$ cat src/rtl/frame_update_scheduler_pkg.sv
// Shared stage indices, FSM encodings and 640x480 trigger defaults for the frame update scheduler.
package frame_update_scheduler_pkg;

   localparam int NUM_STAGES = 4;

   localparam logic [1:0] STG_PLAYER = 2'd0;
   localparam logic [1:0] STG_PROJ   = 2'd1;
   localparam logic [1:0] STG_FLEET  = 2'd2;
   localparam logic [1:0] STG_COLL   = 2'd3;

   localparam logic [1:0] ST_IDLE  = 2'd0;
   localparam logic [1:0] ST_ISSUE = 2'd1;
   localparam logic [1:0] ST_WAIT  = 2'd2;
   localparam logic [1:0] ST_DONE  = 2'd3;

   // First blanking line, column 0, of a 640x480 raster.
   localparam logic [9:0] H_TRIGGER_DEF = 10'd0;
   localparam logic [9:0] V_TRIGGER_DEF = 10'd480;

   function automatic logic [NUM_STAGES-1:0] stage_onehot(input logic [1:0] idx);
      logic [NUM_STAGES-1:0] one;
      one = {{(NUM_STAGES-1){1'b0}}, 1'b1};
      return one << idx;
   endfunction

endpackage

$ cat src/rtl/frame_tick_gen.sv
// Frame tick: rising edge of the raster trigger match, divided by FRAME_DIV; registered, 1 cycle after the match edge.
module frame_tick_gen
   import frame_update_scheduler_pkg::*;
#(
   parameter logic [9:0]  H_TRIGGER = H_TRIGGER_DEF,
   parameter logic [9:0]  V_TRIGGER = V_TRIGGER_DEF,
   parameter int unsigned FRAME_DIV = 1
) (
   input  logic       clk,
   input  logic       reset_n,
   input  logic [9:0] hCount,
   input  logic [9:0] vCount,
   input  logic       game_playing,
   output logic       frame_tick
);

   localparam logic [7:0] DIV_LAST = 8'(FRAME_DIV - 1);

   logic       match;
   logic       match_q;
   logic       raw_tick;
   logic [7:0] div_q, div_d;
   logic       tick_q, tick_d;

   // Counters hold each value for many clocks, so only the first matching cycle counts.
   assign match    = (hCount == H_TRIGGER) && (vCount == V_TRIGGER);
   assign raw_tick = match & ~match_q;

   always_comb begin
      div_d  = div_q;
      tick_d = 1'b0;
      if (raw_tick && game_playing) begin
         if (div_q == DIV_LAST) begin
            div_d  = 8'd0;
            tick_d = 1'b1;
         end else begin
            div_d = div_q + 8'd1;
         end
      end
   end

   always_ff @(posedge clk or negedge reset_n) begin
      if (!reset_n) begin
         match_q <= 1'b0;
         div_q   <= 8'd0;
         tick_q  <= 1'b0;
      end else begin
         match_q <= match;
         div_q   <= div_d;
         tick_q  <= tick_d;
      end
   end

   assign frame_tick = tick_q;

endmodule

$ cat src/rtl/frame_update_scheduler.sv
// Per-frame sequencer issuing go pulses to player, projectile, fleet and collision stages in order.
// First go 2 cycles after the trigger match edge; each stage waits for its done or TIMEOUT_CYCLES.
module frame_update_scheduler
   import frame_update_scheduler_pkg::*;
#(
   parameter logic [9:0]  H_TRIGGER      = H_TRIGGER_DEF,
   parameter logic [9:0]  V_TRIGGER      = V_TRIGGER_DEF,
   parameter int unsigned FRAME_DIV      = 1,
   parameter int unsigned TIMEOUT_CYCLES = 1024
) (
   input  logic                  clk,
   input  logic                  reset_n,
   input  logic [9:0]            hCount,
   input  logic [9:0]            vCount,
   input  logic                  game_playing,
   input  logic [NUM_STAGES-1:0] stage_done,
   input  logic                  clr_err,
   output logic [NUM_STAGES-1:0] stage_go,
   output logic                  frame_tick,
   output logic                  busy,
   output logic                  overrun,
   output logic                  timeout_err,
   output logic [1:0]            err_stage,
   output logic [15:0]           frame_count
);

   localparam int TW = $clog2(TIMEOUT_CYCLES);
   localparam logic [TW-1:0] TO_LAST = TW'(TIMEOUT_CYCLES - 1);
   localparam logic [TW-1:0] TO_ONE  = TW'(1);

   logic [1:0]    state_q, state_d;
   logic [1:0]    idx_q, idx_d;
   logic [TW-1:0] to_cnt_q, to_cnt_d;
   logic          overrun_q, overrun_d;
   logic          timeout_q, timeout_d;
   logic [1:0]    err_stage_q, err_stage_d;
   logic [15:0]   fc_q, fc_d;
   logic          stage_fin;
   logic          timed_out;

   frame_tick_gen #(
      .H_TRIGGER (H_TRIGGER),
      .V_TRIGGER (V_TRIGGER),
      .FRAME_DIV (FRAME_DIV)
   ) u_tick (
      .clk          (clk),
      .reset_n      (reset_n),
      .hCount       (hCount),
      .vCount       (vCount),
      .game_playing (game_playing),
      .frame_tick   (frame_tick)
   );

   always_comb begin
      state_d     = state_q;
      idx_d       = idx_q;
      to_cnt_d    = to_cnt_q;
      fc_d        = fc_q;
      overrun_d   = overrun_q;
      timeout_d   = timeout_q;
      err_stage_d = err_stage_q;
      stage_fin   = 1'b0;
      timed_out   = 1'b0;

      case (state_q)
         ST_IDLE: begin
            if (frame_tick && game_playing) begin
               state_d = ST_ISSUE;
               idx_d   = STG_PLAYER;
            end
         end
         ST_ISSUE: begin
            to_cnt_d = '0;
            state_d  = ST_WAIT;
         end
         ST_WAIT: begin
            // A real done on the last counted cycle wins over the timeout.
            if (stage_done[idx_q]) begin
               stage_fin = 1'b1;
            end else if (to_cnt_q == TO_LAST) begin
               stage_fin = 1'b1;
               timed_out = 1'b1;
            end else begin
               to_cnt_d = to_cnt_q + TO_ONE;
            end
            if (stage_fin) begin
               if (idx_q == STG_COLL) begin
                  state_d = ST_DONE;
               end else if (!game_playing) begin
                  state_d = ST_IDLE;
               end else begin
                  idx_d   = idx_q + 2'd1;
                  state_d = ST_ISSUE;
               end
            end
         end
         default: begin
            fc_d    = fc_q + 16'd1;
            state_d = ST_IDLE;
         end
      endcase

      // Clear first so that a coincident set takes priority.
      if (clr_err) begin
         overrun_d   = 1'b0;
         timeout_d   = 1'b0;
         err_stage_d = 2'd0;
      end
      if (frame_tick && (state_q != ST_IDLE)) begin
         overrun_d = 1'b1;
      end
      if (timed_out) begin
         timeout_d = 1'b1;
         if (!timeout_q || clr_err) begin
            err_stage_d = idx_q;
         end
      end
   end

   always_ff @(posedge clk or negedge reset_n) begin
      if (!reset_n) begin
         state_q     <= ST_IDLE;
         idx_q       <= STG_PLAYER;
         to_cnt_q    <= '0;
         overrun_q   <= 1'b0;
         timeout_q   <= 1'b0;
         err_stage_q <= 2'd0;
         fc_q        <= 16'd0;
      end else begin
         state_q     <= state_d;
         idx_q       <= idx_d;
         to_cnt_q    <= to_cnt_d;
         overrun_q   <= overrun_d;
         timeout_q   <= timeout_d;
         err_stage_q <= err_stage_d;
         fc_q        <= fc_d;
      end
   end

   assign stage_go    = (state_q == ST_ISSUE) ? stage_onehot(idx_q) : '0;
   assign busy        = (state_q != ST_IDLE);
   assign overrun     = overrun_q;
   assign timeout_err = timeout_q;
   assign err_stage   = err_stage_q;
   assign frame_count = fc_q;

endmodule

$ cat config.mk
export PLATFORM = sky130hd
export DESIGN_NAME = frame_update_scheduler
export DESIGN_NICKNAME = d
export VERILOG_FILES = /design/src/rtl/frame_update_scheduler_pkg.sv /design/src/rtl/frame_tick_gen.sv /design/src/rtl/frame_update_scheduler.sv
export SDC_FILE = /design/constraint.sdc
export NUM_CORES = 1
export LEC_CHECK = 0
export BUFFER_PORTS_ARGS = -buffer_cell sky130_fd_sc_hd__buf_4
export CAP_MARGIN = 20
export CORE_ASPECT_RATIO = 1.25
export CORE_MARGIN = 4
export CORE_UTILIZATION = 35
export CTS_CLUSTER_SIZE = 14
export DETAILED_ROUTE_END_ITERATION = 8
export GPL_ROUTABILITY_DRIVEN = 0
export PLACE_DENSITY = 0.67
export RECOVER_POWER = 50
export SLEW_MARGIN = 30
export SYNTH_ARGS = -nofsm -noshare
export SYNTH_HDL_FRONTEND = slang
export SYNTH_SLANG_ARGS = --single-unit
$ cat constraint.sdc
create_clock -name clk -period 3.9 [get_ports clk]
set_input_delay 0.195 -clock clk [delete_from_list [all_inputs] [get_ports clk]]
set_output_delay 0.195 -clock clk [all_outputs]
set_load 0.02 [all_outputs]
* After elaboration in Yosys (flattened, before gate mapping)
Cells that the tools add are included.
** Word-level totals
- Register bits after elaboration :: 44
- Bits of input ports :: 28
- Output and inout bits :: 26
- Word-level logic and storage cells :: 77
** Operators by class
- Add/sub/neg operators :: 4
- Magnitude comparators :: 1
- Equal/unequal tests :: 11
- Shift operators :: 1
- Mux-type cells :: 30
- Bitwise gates (word level) :: 2
- Reduce and logical (&&, ||, !) cells :: 18
** Operator list (number)
- 10-bit two-way mux :: 2
- 2-bit two-way mux :: 10
- 10-bit one-hot mux with 2 select lines :: 1
- 16-bit by 1-bit adder with 16-bit output, second input constant :: 1
- 1-bit two-way mux :: 12
- 2-bit != test, second input constant :: 6
- 10-bit by 1-bit adder with 10-bit output, second input constant :: 1
- 10-bit equality test, second input constant :: 1
- 10-bit by 9-bit equality test with 1-bit output, second input constant :: 1
- 10-bit logical NOT :: 1
- 2-bit nonzero test :: 5
- 8-bit by 1-bit adder with 8-bit output, second input constant :: 1
- 8-bit logical NOT :: 1
- 8-bit two-way mux :: 1
- 2-bit one-hot mux with 3 select lines :: 1
- 5-bit AND reduction :: 1
- 2-bit equality test, second input constant :: 2
- 1-bit logical AND :: 4
- 4-bit two-way mux :: 1
- 2-bit one-hot mux with 2 select lines :: 1
- 1-bit by 2-bit << shifter with 4-bit output, first input constant :: 1
- 2-bit by 3-bit < comparator with 1-bit output, second input constant :: 1
- 3-bit AND reduction :: 1
- 3-bit OR reduction :: 1
- other kinds (9) :: 9

* Logic depth before layout (Yosys ltp)
- Word-level depth :: 6
- Depth in mapped cells :: 6
- Gate-level depth less buffers :: 5

* Hierarchy
Synthesis repeated with hierarchy kept, for this count alone.
** Unflattened totals
- Cell total of the unflattened synthesis :: 222
- Area, all modules :: 2407.3 um^2
** By module, submodules not included
- frame_update_scheduler :: times used 1, cells an instance 166, area each 1762.9 um^2, sequential area each 850.8 um^2
- frame_tick_gen :: times used 1, cells an instance 56, area each 644.4 um^2, sequential area each 250.2 um^2

* Least setup slack after synthesis
No wires, ideal clock.
- Path kind :: reg2reg
- Start :: register idx_q[0]
- End :: register to_cnt_q[7]
- Setup time :: 135 ps
- Arrival time :: 1465 ps
- Data required time :: 3765 ps
- Path slack :: 2300 ps
- Cell stages (with the launch flop) :: 5
- Buffers on the path :: 0
- Period minus slack after synthesis :: 1600 ps
- Cells stage by stage :: dfrtp_1 mux2_2 o22a_4 o41ai_2 o41ai_1
** Between the ends
- Cells in the longest elaborated chain, start to end :: 4
** Ends and longest elaborated chain
- start: declaration :: line frame_update_scheduler.sv:32 : logic [1:0] idx_q, idx_d;
- start signal: assignment :: line frame_update_scheduler.sv:131 : idx_q <= idx_d;
- 1-bit binary-select mux with 2-bit select :: line frame_update_scheduler.sv:78 : if (stage_done[idx_q]) begin
- 1-bit two-way mux (implied by the code) :: line frame_update_scheduler.sv:78
- 2-bit != test (no line)
- 3-bit AND reduction (no line)
- end signal: assignment :: line frame_update_scheduler.sv:132 : to_cnt_q <= to_cnt_d;
- end: declaration :: line frame_update_scheduler.sv:33 : logic [TW-1:0] to_cnt_q, to_cnt_d;
Every way passes these cells. The select of a mux whose other input is x is not followed.
A chain may end at the register's enable or synchronous reset.

* Final worst setup path
- Start :: register state_q[1]
- End :: register to_cnt_q[1]
** Between the ends
- Cells in the longest elaborated chain, start to end :: 3
- Elaborated cells between the ends (all ways) :: 7
- Classes of those cells :: 4 x eq/ne; 1 x mux; 2 x reduce/logical
** Ends and longest elaborated chain
- start: declaration :: line frame_update_scheduler.sv:31 : logic [1:0] state_q, state_d;
- start signal: assignment :: line frame_update_scheduler.sv:130 : state_q <= state_d;
- 2-bit equality test / 2-bit by 1-bit equality test with 1-bit output (equally long branches) :: line frame_update_scheduler.sv:65 : case (state_q)
- 2-bit != test (no line) / 2-bit nonzero test (equally long branches)
- 3-bit AND reduction (no line)
Several ways; a longest one is shown, not always the timed one.

==> results.yml <==
drt:
  drc_errors: 0
  route.vias.total: 1893
  wl_um: 5015
  detail_route.wl_per_cell_um: 13.45
  detail-route-antenna-nets: 0
  route.detailed.vias_per_inst: 5.075
  dr.first_iter.drc_count: 92
  drt-pass1-iter-count: 4
synthesis:
  yosys_register_bits: 44
  count_of_unique_library_cells_instantiated_by_yosys: 46
  synth.net_count: 264
  netlist_area_um2: 2355
  synth-edff-count: 0
  asyncSetResetFlopFracSynth_pct: 100.0
  synth_flop_cell: "sky130_fd_sc_hd__dfrtp_1"
  post_synth_inst_count: 228
  mean_instance_size_in_the_synthesized_netlist_um2: 10.33
  ys_seq_area_share_pct: 46.76
  ys.warnings.count: 0
setup_path:
  start_kind: "flip-flop"
  timing.rr.start: "state_q[1]"
  timing.setup.critical_path_class: "reg -> reg"
  crit_arrival_ns: 2.08
  critical_path_peak_fanout: 13
  worst_r2r_path_depth: 4
  critical_path.endpoint_type: "flip-flop"
  critical_path_required_ns: 4.08
  crit-reg2reg-capture: "to_cnt_q[1]"
  worst-r2r-setup-slack_ns: 2.00
placed_design:
  detailed_placement_wirelength_estimate_um: 3777
  place.detailed.instances: 364
  port_buffers: 53
die:
  num_io_pins: 54
  placement_rows: 33
  chipHeight_um: 99.71
  starting_density_of_the_core_pct: 35.87
  die-width_um: 81.37
  design.core.area_um2: 6565
  total_die_area_um2: 8113
sta:
  final.setup_skew_ns: 0.01049
  slew_viol_final: 0
  finalSetupViolCount: 0
  hold_viol_final: 0
  post-route-min-period_ns: 1.895
  fmaxAchievable_mhz: 527.6
  final_min_period_over_clock_period_pct: 48.60
  holdWs_ns: 0.1888
  worst-slew-pin-transition_ns: 0.5600
  fin_tns_setup_ns: 0
  slew-limit-headroom_pct: 62.38
  rsz0062_at_grt: "no"
worst_hold_path:
  hp-start: "game_playing"
  min_path_cells: 3
  hold_path.class: "in -> reg"
  min_delay_worst_endpoint: "state_q[0]"
clocking:
  tritoncts_num_sinks: 44
  clock_tree_from_tritoncts: "built"
  clk_root_buffer_cell: "sky130_fd_sc_hd__clkbuf_8"
  cts.clk_slew.worst_paths_ns: 0.08
  post_cts_resized: 0
  postCtsSetupRepairBufs: 0
  clk_lat_worst_skew_ns: 0.30
  hold_buffers: 1
  maximum_number_of_buffers_from_clock_root_to_sink: 2
  numCtsBuffers: 5
  h-tree-depth: 2
cells_and_area:
  layout.nets: 321
  layout-area-overhead-vs-synth_pct: 24.34
  finish.cell_count_without_fillers: 373
  layout_commonest_cell: "sky130_fd_sc_hd__dfrtp_1"
  ratio_of_cells_with_drive_above_1_in_the_final_layout_pct: 23.43
  mostFrequentLayoutCells: "44 x sky130_fd_sc_hd__dfrtp_1, 41 x sky130_fd_sc_hd__buf_4, 27 x sky130_fd_sc_hd__nand2_1"
  antenna_diode_instance_count: 0
pwr:
  ir_drop_mv: 0.3528
  switching_share_pct: 32.27
  p_int_uw: 858.2
  power.static_leakage_nw: 1.359
  sequential_cell_fraction_of_total_power_pct: 46.4
  report.power.total_mw: 1.267
  power.net_switching_uw: 408.9
  power.density_cell_area_nw_per_um2: 432.8
  power.combinational.fraction_pct: 24.7
  power_frac_clock_pct: 28.9
outcome:
  status: "finished, final reports clean"
global_routing:
  pin_count_of_the_biggest_net_entering_global_routing: 45
  globalRouteOverflowTotal: 0
  grt_pass1_wl_um: 8576
  global_route.usage.total_pct: 13.28
  grt_pass1_vias: 1861
  antenna_violations_before_repair: 0
run:
  maxCapViolCount: 0
==> Yosys cell counts (4+ instances only) <==
cell | count | area [um^2]
sky130_fd_sc_hd__nor2b_1 | 4 | 25.02
sky130_fd_sc_hd__and2_1 | 6 | 37.54
sky130_fd_sc_hd__nor3_1 | 9 | 45.04
sky130_fd_sc_hd__and3_1 | 4 | 25.02
sky130_fd_sc_hd__dfrtp_1 | 44 | 1101
sky130_fd_sc_hd__xnor2_1 | 5 | 43.79
sky130_fd_sc_hd__nand2_1 | 27 | 101.4
sky130_fd_sc_hd__mux2i_1 | 8 | 80.08
sky130_fd_sc_hd__nand3_1 | 14 | 70.07
sky130_fd_sc_hd__nor2_1 | 10 | 37.54
sky130_fd_sc_hd__and4_1 | 5 | 43.79
sky130_fd_sc_hd__nor4_1 | 9 | 56.30
sky130_fd_sc_hd__o311ai_1 | 4 | 35.03
sky130_fd_sc_hd__inv_1 | 8 | 30.03
sky130_fd_sc_hd__xor2_1 | 13 | 113.9
sky130_fd_sc_hd__mux2_2 | 5 | 56.30
sky130_fd_sc_hd__ha_1 | 8 | 100.1
sky130_fd_sc_hd__nand4_1 | 8 | 50.05
==> worst max-delay path, cell delays in order (launching register included) <==
cell and delay [ns]:
sky130_fd_sc_hd__dfrtp_1 0.52, sky130_fd_sc_hd__or3b_4 0.44, sky130_fd_sc_hd__o22ai_2 0.40, sky130_fd_sc_hd__nand2_2 0.15
sky130_fd_sc_hd__a31o_2 0.28
==> worst max path at each step <==
| stage | from | endpoint | slack (ns) | cells after the start |
|---|---|---|---|---|
| floorplan | idx_q[0] | to_cnt_q[7] | 2.30 | 4 |
| global placement | state_q[1] | to_cnt_q[1] | 2.10 | 4 |
| detailed placement | state_q[1] | to_cnt_q[7] | 2.03 | 4 |
| CTS | state_q[1] | to_cnt_q[1] | 2.01 | 4 |
| global route | state_q[1] | to_cnt_q[7] | 1.87 | 4 |
| finish | state_q[1] | to_cnt_q[1] | 2.00 | 4 |
==> logic make-up (layout without fill, tap and decap cells) <==
group / after synthesis / after routing / share of synthesized area, %
adders and majority gates: 8 / 8 / 4.251
buffers and inverters: 12 / 70 / 2.285
xor gates and xnor gates: 18 / 18 / 6.695
muxes: 13 / 13 / 5.792
DFF: 44 / 44 / 46.76
AOI/OAI and AO/OA: 25 / 25 / 8.820
and+or+nand+nor: 108 / 108 / 25.40
==> routing by layer <==
| layer | up-vias | track usage, % | wire length, um |
|---|---|---|---|
| li1 | 948 | - | - |
| met1 | 902 | 17.79 | 2283 |
| met2 | 35 | 21.58 | 2460 |
| met3 | 8 | 3.080 | 226 |
| met4 | 0 | 3.121 | 44 |
| met5 | - | 0 | 0 |
==> sequential cells by signal, summed over array words and instances (netlist names) <==
name	count
frame_count	16
to_cnt_q	10
u_tick.div_q	8
err_stage	2
idx_q	2
state_q	2
overrun	1
timeout_err	1
u_tick.frame_tick	1
u_tick.match_q	1
==> stage by stage <==
step           cell area (um^2)  setup slack (ns)  utilization (%)
2_1_floorplan              2355             2.300                -
3_3_place_gp               2838             2.096            43.22
3_5_place_dp               2838             2.029            43.22
4_1_cts                    2969             2.011            45.23
5_1_grt                    2928             1.867            44.60
6_report                   2928             2.005            44.60
==> final cells by class <==
cell class | instances | area [um^2]
multi-input cells | 172 | 1200
inverters | 8 | 30.03
clock buffers | 6 | 82.58
fillers | 626 | 3637
clock inverters | 2 | 38.79
repair buffers | 54 | 366.6
flip-flops and latches | 44 | 1101
well taps | 87 | 108.9
==> power groups by stage <==
stage	registers, mW	logic, mW	clock network, mW
final	0.588	0.313	0.366
after CTS	0.587	0.322	0.377
after global routing	0.602	0.343	0.395
after floorplan	0.603	0.189	0
after detailed placement	0.596	0.320	0
after global placement	0.593	0.320	0
Note: power is estimated with default switching activity, not from simulation.
